## src/rtl/lpc_decoder.sv

```systemverilog
// Product-parity word decoder: syndrome check, single-bit correction (LPC_DEC_CORRECT_EN) or detect-only, 4x16b beats.
// Latency: accept at t, beat 0 valid at t+2; min 6 cycles per word.
// Backpressure: M_TREADY low holds the current beat; IN_READY stays low until beat 3 handshakes.
module lpc_decoder #(
  parameter int CNT_W = 16
) (
  input  logic             ACLK,
  input  logic             ARESET,
  input  logic [79:0]      IN_DATA,
  input  logic             IN_VALID,
  input  logic             IN_LAST,
  output logic             IN_READY,
  output logic [15:0]      M_TDATA,
  output logic             M_TVALID,
  input  logic             M_TREADY,
  output logic             M_TUSER,
  output logic             M_TLAST,
  output logic             M_TERR,
  output logic             M_TCORR,
  output logic [CNT_W-1:0] CNT_CORR,
  output logic [CNT_W-1:0] CNT_UNCORR
);

  typedef enum logic [1:0] {ST_IDLE, ST_CHECK, ST_SEND} state_t;

  typedef struct packed {
    logic [7:0]  ph;
    logic [7:0]  pv;
    logic [63:0] src;
  } lpc_word_t;

  state_t           state_q, state_d;
  lpc_word_t        word_q;
  logic             last_q, err_q, corr_q;
  logic [1:0]       beat_q;
  logic [CNT_W-1:0] cnt_corr_q, cnt_uncorr_q;
  logic [7:0]       rs, cs;
  logic [63:0]      flip_mask;
  logic             chk_err, chk_corr;

  // Row syndrome per byte; column syndrome folds all bytes against ph.
  always_comb begin
    rs = '0;
    cs = word_q.ph;
    for (int i = 0; i < 8; i++) begin
      rs[i] = word_q.pv[i] ^ (^word_q.src[8*i +: 8]);
      cs    = cs ^ word_q.src[8*i +: 8];
    end
  end

  always_comb begin
    flip_mask = '0;
    chk_err   = 1'b0;
    chk_corr  = 1'b0;
`ifdef LPC_DEC_CORRECT_EN
    if ($onehot(rs) && $onehot(cs)) begin
      // Outer product of two one-hot syndromes marks exactly the faulty data bit.
      for (int i = 0; i < 8; i++)
        flip_mask[8*i +: 8] = rs[i] ? cs : 8'h00;
      chk_corr = 1'b1;
    end else if (($onehot(rs) && cs == 8'h00) || (rs == 8'h00 && $onehot(cs))) begin
      chk_corr = 1'b1;
    end else if (rs != 8'h00 || cs != 8'h00) begin
      chk_err = 1'b1;
    end
`else
    chk_err = |{rs, cs};
`endif
  end

  always_comb begin
    state_d = state_q;
    case (state_q)
      ST_IDLE:  if (IN_VALID) state_d = ST_CHECK;
      ST_CHECK: state_d = ST_SEND;
      ST_SEND:  if (M_TREADY && beat_q == 2'd3) state_d = ST_IDLE;
      default:  state_d = ST_IDLE;
    endcase
  end

  always_ff @(posedge ACLK) begin
    if (ARESET) begin
      state_q      <= ST_IDLE;
      word_q       <= '0;
      last_q       <= 1'b0;
      err_q        <= 1'b0;
      corr_q       <= 1'b0;
      beat_q       <= 2'd0;
      cnt_corr_q   <= '0;
      cnt_uncorr_q <= '0;
    end else begin
      state_q <= state_d;
      case (state_q)
        ST_IDLE: begin
          if (IN_VALID) begin
            word_q <= lpc_word_t'(IN_DATA);
            last_q <= IN_LAST;
          end
        end
        ST_CHECK: begin
          word_q.src <= word_q.src ^ flip_mask;
          err_q      <= chk_err;
          corr_q     <= chk_corr;
          beat_q     <= 2'd0;
          if (chk_corr && cnt_corr_q != {CNT_W{1'b1}})
            cnt_corr_q <= cnt_corr_q + CNT_W'(1);
          if (chk_err && cnt_uncorr_q != {CNT_W{1'b1}})
            cnt_uncorr_q <= cnt_uncorr_q + CNT_W'(1);
        end
        ST_SEND: begin
          if (M_TREADY) beat_q <= beat_q + 2'd1;
        end
        default: ;
      endcase
    end
  end

  // Beat k carries src[2k] in the upper byte and src[2k+1] in the lower byte.
  always_comb begin
    M_TDATA = '0;
    if (M_TVALID)
      M_TDATA = {word_q.src[{beat_q, 4'd0} +: 8], word_q.src[{beat_q, 4'd8} +: 8]};
  end

  assign IN_READY   = (state_q == ST_IDLE);
  assign M_TVALID   = (state_q == ST_SEND);
  assign M_TUSER    = M_TVALID && (beat_q == 2'd0);
  assign M_TLAST    = M_TVALID && (beat_q == 2'd3) && last_q;
  assign M_TERR     = M_TVALID && err_q;
  assign M_TCORR    = M_TVALID && corr_q;
  assign CNT_CORR   = cnt_corr_q;
  assign CNT_UNCORR = cnt_uncorr_q;

endmodule
```

## config.mk

```make
export PLATFORM = sky130hd
export DESIGN_NAME = lpc_decoder
export DESIGN_NICKNAME = d
export VERILOG_FILES = /design/src/rtl/lpc_decoder.sv
export SDC_FILE = /design/constraint.sdc
export NUM_CORES = 1
export LEC_CHECK = 0
export ABC_AREA = 1
export CAP_MARGIN = 20
export CORE_UTILIZATION = 52
export CTS_CLUSTER_SIZE = 30
export DETAILED_ROUTE_END_ITERATION = 10
export PLACE_DENSITY = 0.9
export SYNTH_ARGS = -nofsm -noshare
export SYNTH_HDL_FRONTEND = slang
export SYNTH_SLANG_ARGS = --single-unit
export TNS_END_PERCENT = 1
```

## constraint.sdc

```tcl
create_clock -name ACLK -period 2.55 [get_ports ACLK]
set_clock_uncertainty 0.1 [all_clocks]
set_input_delay 0.3825 -clock ACLK [delete_from_list [all_inputs] [get_ports ACLK]]
set_output_delay 0.3825 -clock ACLK [all_outputs]
set_load 0.01 [all_outputs]
```

Word-level counts from Yosys, hierarchy flattened

Index checks and enable logic that the tools add are counted.

Register bits: 102
Input port bits: 85
Output and inout bits: 54
Logic and storage cells: 63

Add/subtract/negate cells: 2
Equality and inequality tests: 7
Shift-type cells: 2
Muxes and demuxes: 6
Bitwise operators: 16
Reduce and logical (&&, ||, !) cells: 22

Operators by type and width:

| cell                                                  | count |
|---|---|
| variable part select 64 x 7 -> 8 bit                  | 2 |
| parity 8 bit                                          | 8 |
| XOR 8 bit                                             | 8 |
| adder 16 x 1 -> 16 bit, second input constant         | 1 |
| two-way mux 16 bit                                    | 1 |
| inequality test 16 bit, second input constant         | 1 |
| OR reduction 16 bit                                   | 1 |
| AND reduction 2 bit                                   | 4 |
| XOR 1 bit                                             | 8 |
| logical AND 1 bit                                     | 6 |
| two-way mux 2 bit                                     | 3 |
| case mux 2 bit (3 select lines)                       | 1 |
| equality test 2 bit, second input constant            | 2 |
| zero test 2 bit                                       | 2 |
| inequality test 2 x 1 -> 1 bit, second input constant | 2 |
| case mux 2 bit (2 select lines)                       | 1 |
| adder 2 x 1 -> 2 bit, second input constant           | 1 |
| equality test 2 x 1 -> 1 bit, second input constant   | 1 |
| inequality test 2 bit, second input constant          | 1 |
| nonzero test 2 bit                                    | 1 |

Depth between registers and ports, before layout

Word-level depth: 11
Gate-level depth with buffers: 19
Gate-level depth less buffers: 19

Worst setup path before layout

OpenSTA, ideal clock, no wires.

Kind: flip-flop to flip-flop
Start point: reg cnt_uncorr_q[1], in the netlist CNT_UNCORR[1]
End point: reg cnt_uncorr_q[10], in the netlist CNT_UNCORR[10]
Setup time: 142 ps
Arrival time: 1711 ps
Required time: 2308 ps
Path slack: 597 ps
Stages on the path, launching flop included: 8
Buffers on the path: 1
Period minus slack after synthesis: 1953 ps
Path through: dfxtp_1 -> ha_1 -> nand2_1 -> nor3_1 -> nand3_1 -> clkbuf_1 -> nand4_1 -> a21oi_2

Word-level cells in the longest chain between the ends: 3
Elaborated cells on any way between the ends: 4
Those cells by class: 1 x add/sub; 1 x eq/ne; 2 x reduce/logical

Ends and longest elaborated chain:

| element                                                                        | RTL line | source |
|---|---|---|
| start: declaration                                                             | 36       | `logic [CNT_W-1:0] cnt_corr_q, cnt_uncorr_q;` |
| start signal: assignment                                                       | 108      | `cnt_uncorr_q <= cnt_uncorr_q + CNT_W'(1);` |
| parallel branches: the longest is 3 deep, another holds adder 16 x 1 -> 16 bit | n/a      |  |

Several ways; the timed one is not identified.
A chain may end at the register's enable or synchronous reset.

Final worst setup path

Start point: reg beat_q[0]
End point: out M_TDATA[15]

Word-level cells in the longest chain between the ends: 2

Ends and longest elaborated chain:

| element                              | RTL line | source |
|---|---|---|
| start: declaration                   | 35       | `logic [1:0] beat_q;` |
| start signal: assignment             | 111      | `if (M_TREADY) beat_q <= beat_q + 2'd1;` |
| variable part select 64 x 7 -> 8 bit | 122      | `M_TDATA = {word_q.src[{beat_q, 4'd0} +: 8], word_q.src[{beat_q, 4'd8} +: 8]};` |
| two-way mux 16 bit                   | 121      | `if (M_TVALID)` |
| end: declaration                     | 13       | `output logic [15:0] M_TDATA,` |

No other way between the ends.

==> results.yml <==
status:
  status: "finished, violations left"
  violations: "negative setup slack"
worst_setup_path:
  end_kind: "primary output"
  crit_required_ps: 2070
  crit_top_cell: "a21oi_1"
  crit_arrival_ps: 2110
  cp-start-kind: "flop"
  critPathKind: "reg2out"
  crit_path_cell_trace: "inv_1, buf_4, a21oi_1, o21ai_0, a21oi_1, clkdlybuf4s50_1"
  cp_max_fo: 31
  reg2reg_setup_slack_ps: 180
  cpMaxStageDelayCell: "clkdlybuf4s50_1"
  cpPeakStageDelay_ps: 580
die:
  die_x_um: 113.4
  ios: 139
  die_area_um2: 12860
  start_util_pct: 53.51
  die_h_um: 113.4
  placementRows: 40
  fp.coreArea_um2: 12060
logic_synthesis:
  synth_cell_types: 33
  yosysTopAreaCell: "dfxtp_1"
  synth.top_cell.area_share_pct: 31.64
  netlist_top_cells_area: "dfxtp_1 (32%), nand2_1 (15%), o21ai_0 (8.4%)"
  synth_edf_count: 0
  synth_flop_cell: "dfxtp_1"
  yosysSeqAreaShare_pct: 31.64
  synthArstFlopShare_pct: 0
  ys.warnings.count: 0
  ys_ff_latch: 102
  avgSynthCellArea_um2: 6.309
  syn_area_um2: 6454
  syn_inst: 1023
clocking:
  cts_hold_buf: 0
  clockRootBuffer: "clkbuf_16"
  cts_tree: "built"
  cts_buffer_depth: 2
  clkLatencyLatePin_ps: 360
  htreeDepth: 3
  cts_made_buffers: 9
  clkSinkCount: 102
  path_clk_slew_ps: 70
sta:
  rsz0062_at_grt: "true"
  setup_viol: 1
  hold_viol: 0
  max_freq_mhz: 385.5
  slew_viol_final: 0
  min_period_ps: 2594
  fin_crit_sh_pct: 101.7
  setup_ws_ps: -44.35
layout:
  fin_area_um2: 8150
  drive_above_1_share_pct: 6.245
  final_util_pct: 67.57
  antenna_cells: 0
  fillerInstances: 1014
  area_growth_pct: 26.29
  multi_input_area_um2: 3720
  seq_area_um2: 2043
  fin_nets: 1220
power_and_ir_drop:
  switching_share_pct: 33.99
  pwr-share-seq_pct: 39.4
  clkPwrFrac_pct: 32.4
  p_comb_share_pct: 28.2
  p_sw_mw: 1.617
  cellInternalPower_mw: 3.141
  p_leak_nw: 3.675
  peakVddDrop_mv: 0.4049
  p_per_area_nw_per_um2: 583.8
placed_design:
  port_buffers: 121
  gp_routability_congestion: 0.9352
  preCtsSetupSlack_ps: 306.6
  hpwl_um: 13830
  place_area_um2: 7772
global_route:
  antenna_found_initial: 0
  grt_pass1_wl_um: 29990
  grtUsageTotal_pct: 29.32
  grt_max_degree: 43
  gr-total-overflow: 0
  grt_pass1_vias: 6392
detailed_routing:
  dr.pass1.iters: 7
  viasPerCell: 5.351
  wl_per_cell_um: 14.29
  drt_iter0_markers: 674
  wl_um: 18650
  drcViolationCount: 0
  ant_nets: 0
  num_vias: 6983
hold_path:
  min_path_type: "reg2reg"
flow_run:
  max_cap_viol_count: 0
[per-layer routing]
layer	global-route usage (%)	up-vias	part of all wire [%]
met5	0	-	0
met4	10.09	0	2.1
met3	4.782	32	7.9
met2	49.12	297	46
met1	38.36	3193	44
li1	-	3461	-
[flip-flops by register name, indices dropped and copies added, names as in the netlist]
name        flops
word_q         80
CNT_UNCORR     16
beat_q          2
state_q         2
err_q           1
last_q          1
[power groups by stage]
stage          registers, mW  clock network, mW  logic (mW)
2_1_floorplan           1.86                  0       0.952
3_3_place_gp            1.90                  0        1.27
3_5_place_dp            1.90                  0        1.31
4_1_cts                 1.87               1.54        1.32
5_1_grt                 1.89               1.61        1.52
6_report                1.88               1.54        1.34
[timing repair]
| action | in CTS | in global routing |
|---|---|---|
| hold endpoints to repair | 0 | 0 |
| buffers inserted | 0 | 3 |
| gates resized for setup | 0 | 10 |
| pin swaps | 0 | 2 |
| endpoints found under the setup margin | 4 | 16 |
[layout make-up]
class,instances,share of cell area [%]
multi-input combinational,758,45.64
sequential,102,25.07
timing repair buffer,144,17.24
inverter,117,5.434
clock buffer,9,2.763
tap,168,2.579
clock inverter,7,1.274
[cells by family (layout without fill, tap and decap cells)]
group                      Yosys count  count (layout)  share of synthesized area, %
DFF                                102             102                         31.64
adders and majority gates            3               3                        0.5817
other                                1              17                       0.05811
buffers and inverters              179             277                         11.77
and+or+nand+nor                    450             450                         29.43
xor gates and xnor gates            59              59                         8.007
AOI/OAI and AO/OA                  229             229                         18.52
[cells in the mapped netlist, drive strengths merged (4+ instances only)]
cell / n
xnor2: 33
clkbuf: 36
nor3: 4
inv: 114
buf: 26
nand3b: 4
nand2b: 4
nand2: 270
nand3: 58
o21ai: 108
xor2: 26
a21oi: 115
o211ai: 5
nor2: 90
dfxtp: 102
nand4: 17
[path summary, 6_finish.rpt]
path | from | end | cells after the start
worst max-delay path | beat_q[0] | M_TDATA[15] | 6
worst max register to register | word_q[14] | CNT_UNCORR[0] | 13
worst min register to register | err_q | err_q | 2
worst min-delay path | err_q | err_q | 2
[worst max-delay path: cells and delay by family, from the launching register on]
kind | cells | cell delay [ps]
flops | 1 | 350
compound gates | 3 | 560
buf+inv | 3 | 840
[layout by cell type, fill, tap and decap left out, drive strengths merged]
cell type / count
conb: 17
a211oi: 1
inv: 115
buf: 22
xor2: 26
ha: 3
clkinv: 4
nor2: 90
a21oi: 115
nor4: 1
dlymetal6s2s: 7
clkbuf: 10
clkdlybuf4s50: 114
nand4: 17
nor3: 4
bufinv: 2
or2: 2
nand2b: 4
o211ai: 5
xnor2: 33
nand3: 58
dfxtp: 102
clkinvlp: 3
nand2: 270
o21ai: 108
nand3b: 4
[metrics by stage]
stage          hold slack (ps)  TNS (ps)  power [mW]  instances
6_report                 366.6    -44.35       4.758       1305
5_1_grt                  394.0    -290.9       5.019       1305
4_1_cts                  366.8    -85.60       4.733       1302
3_5_place_dp             356.5         0       3.216       1286
3_3_place_gp             352.9         0       3.169       1286
2_1_floorplan            342.4         0       2.807       1039
(Power assumes the default switching activity.)
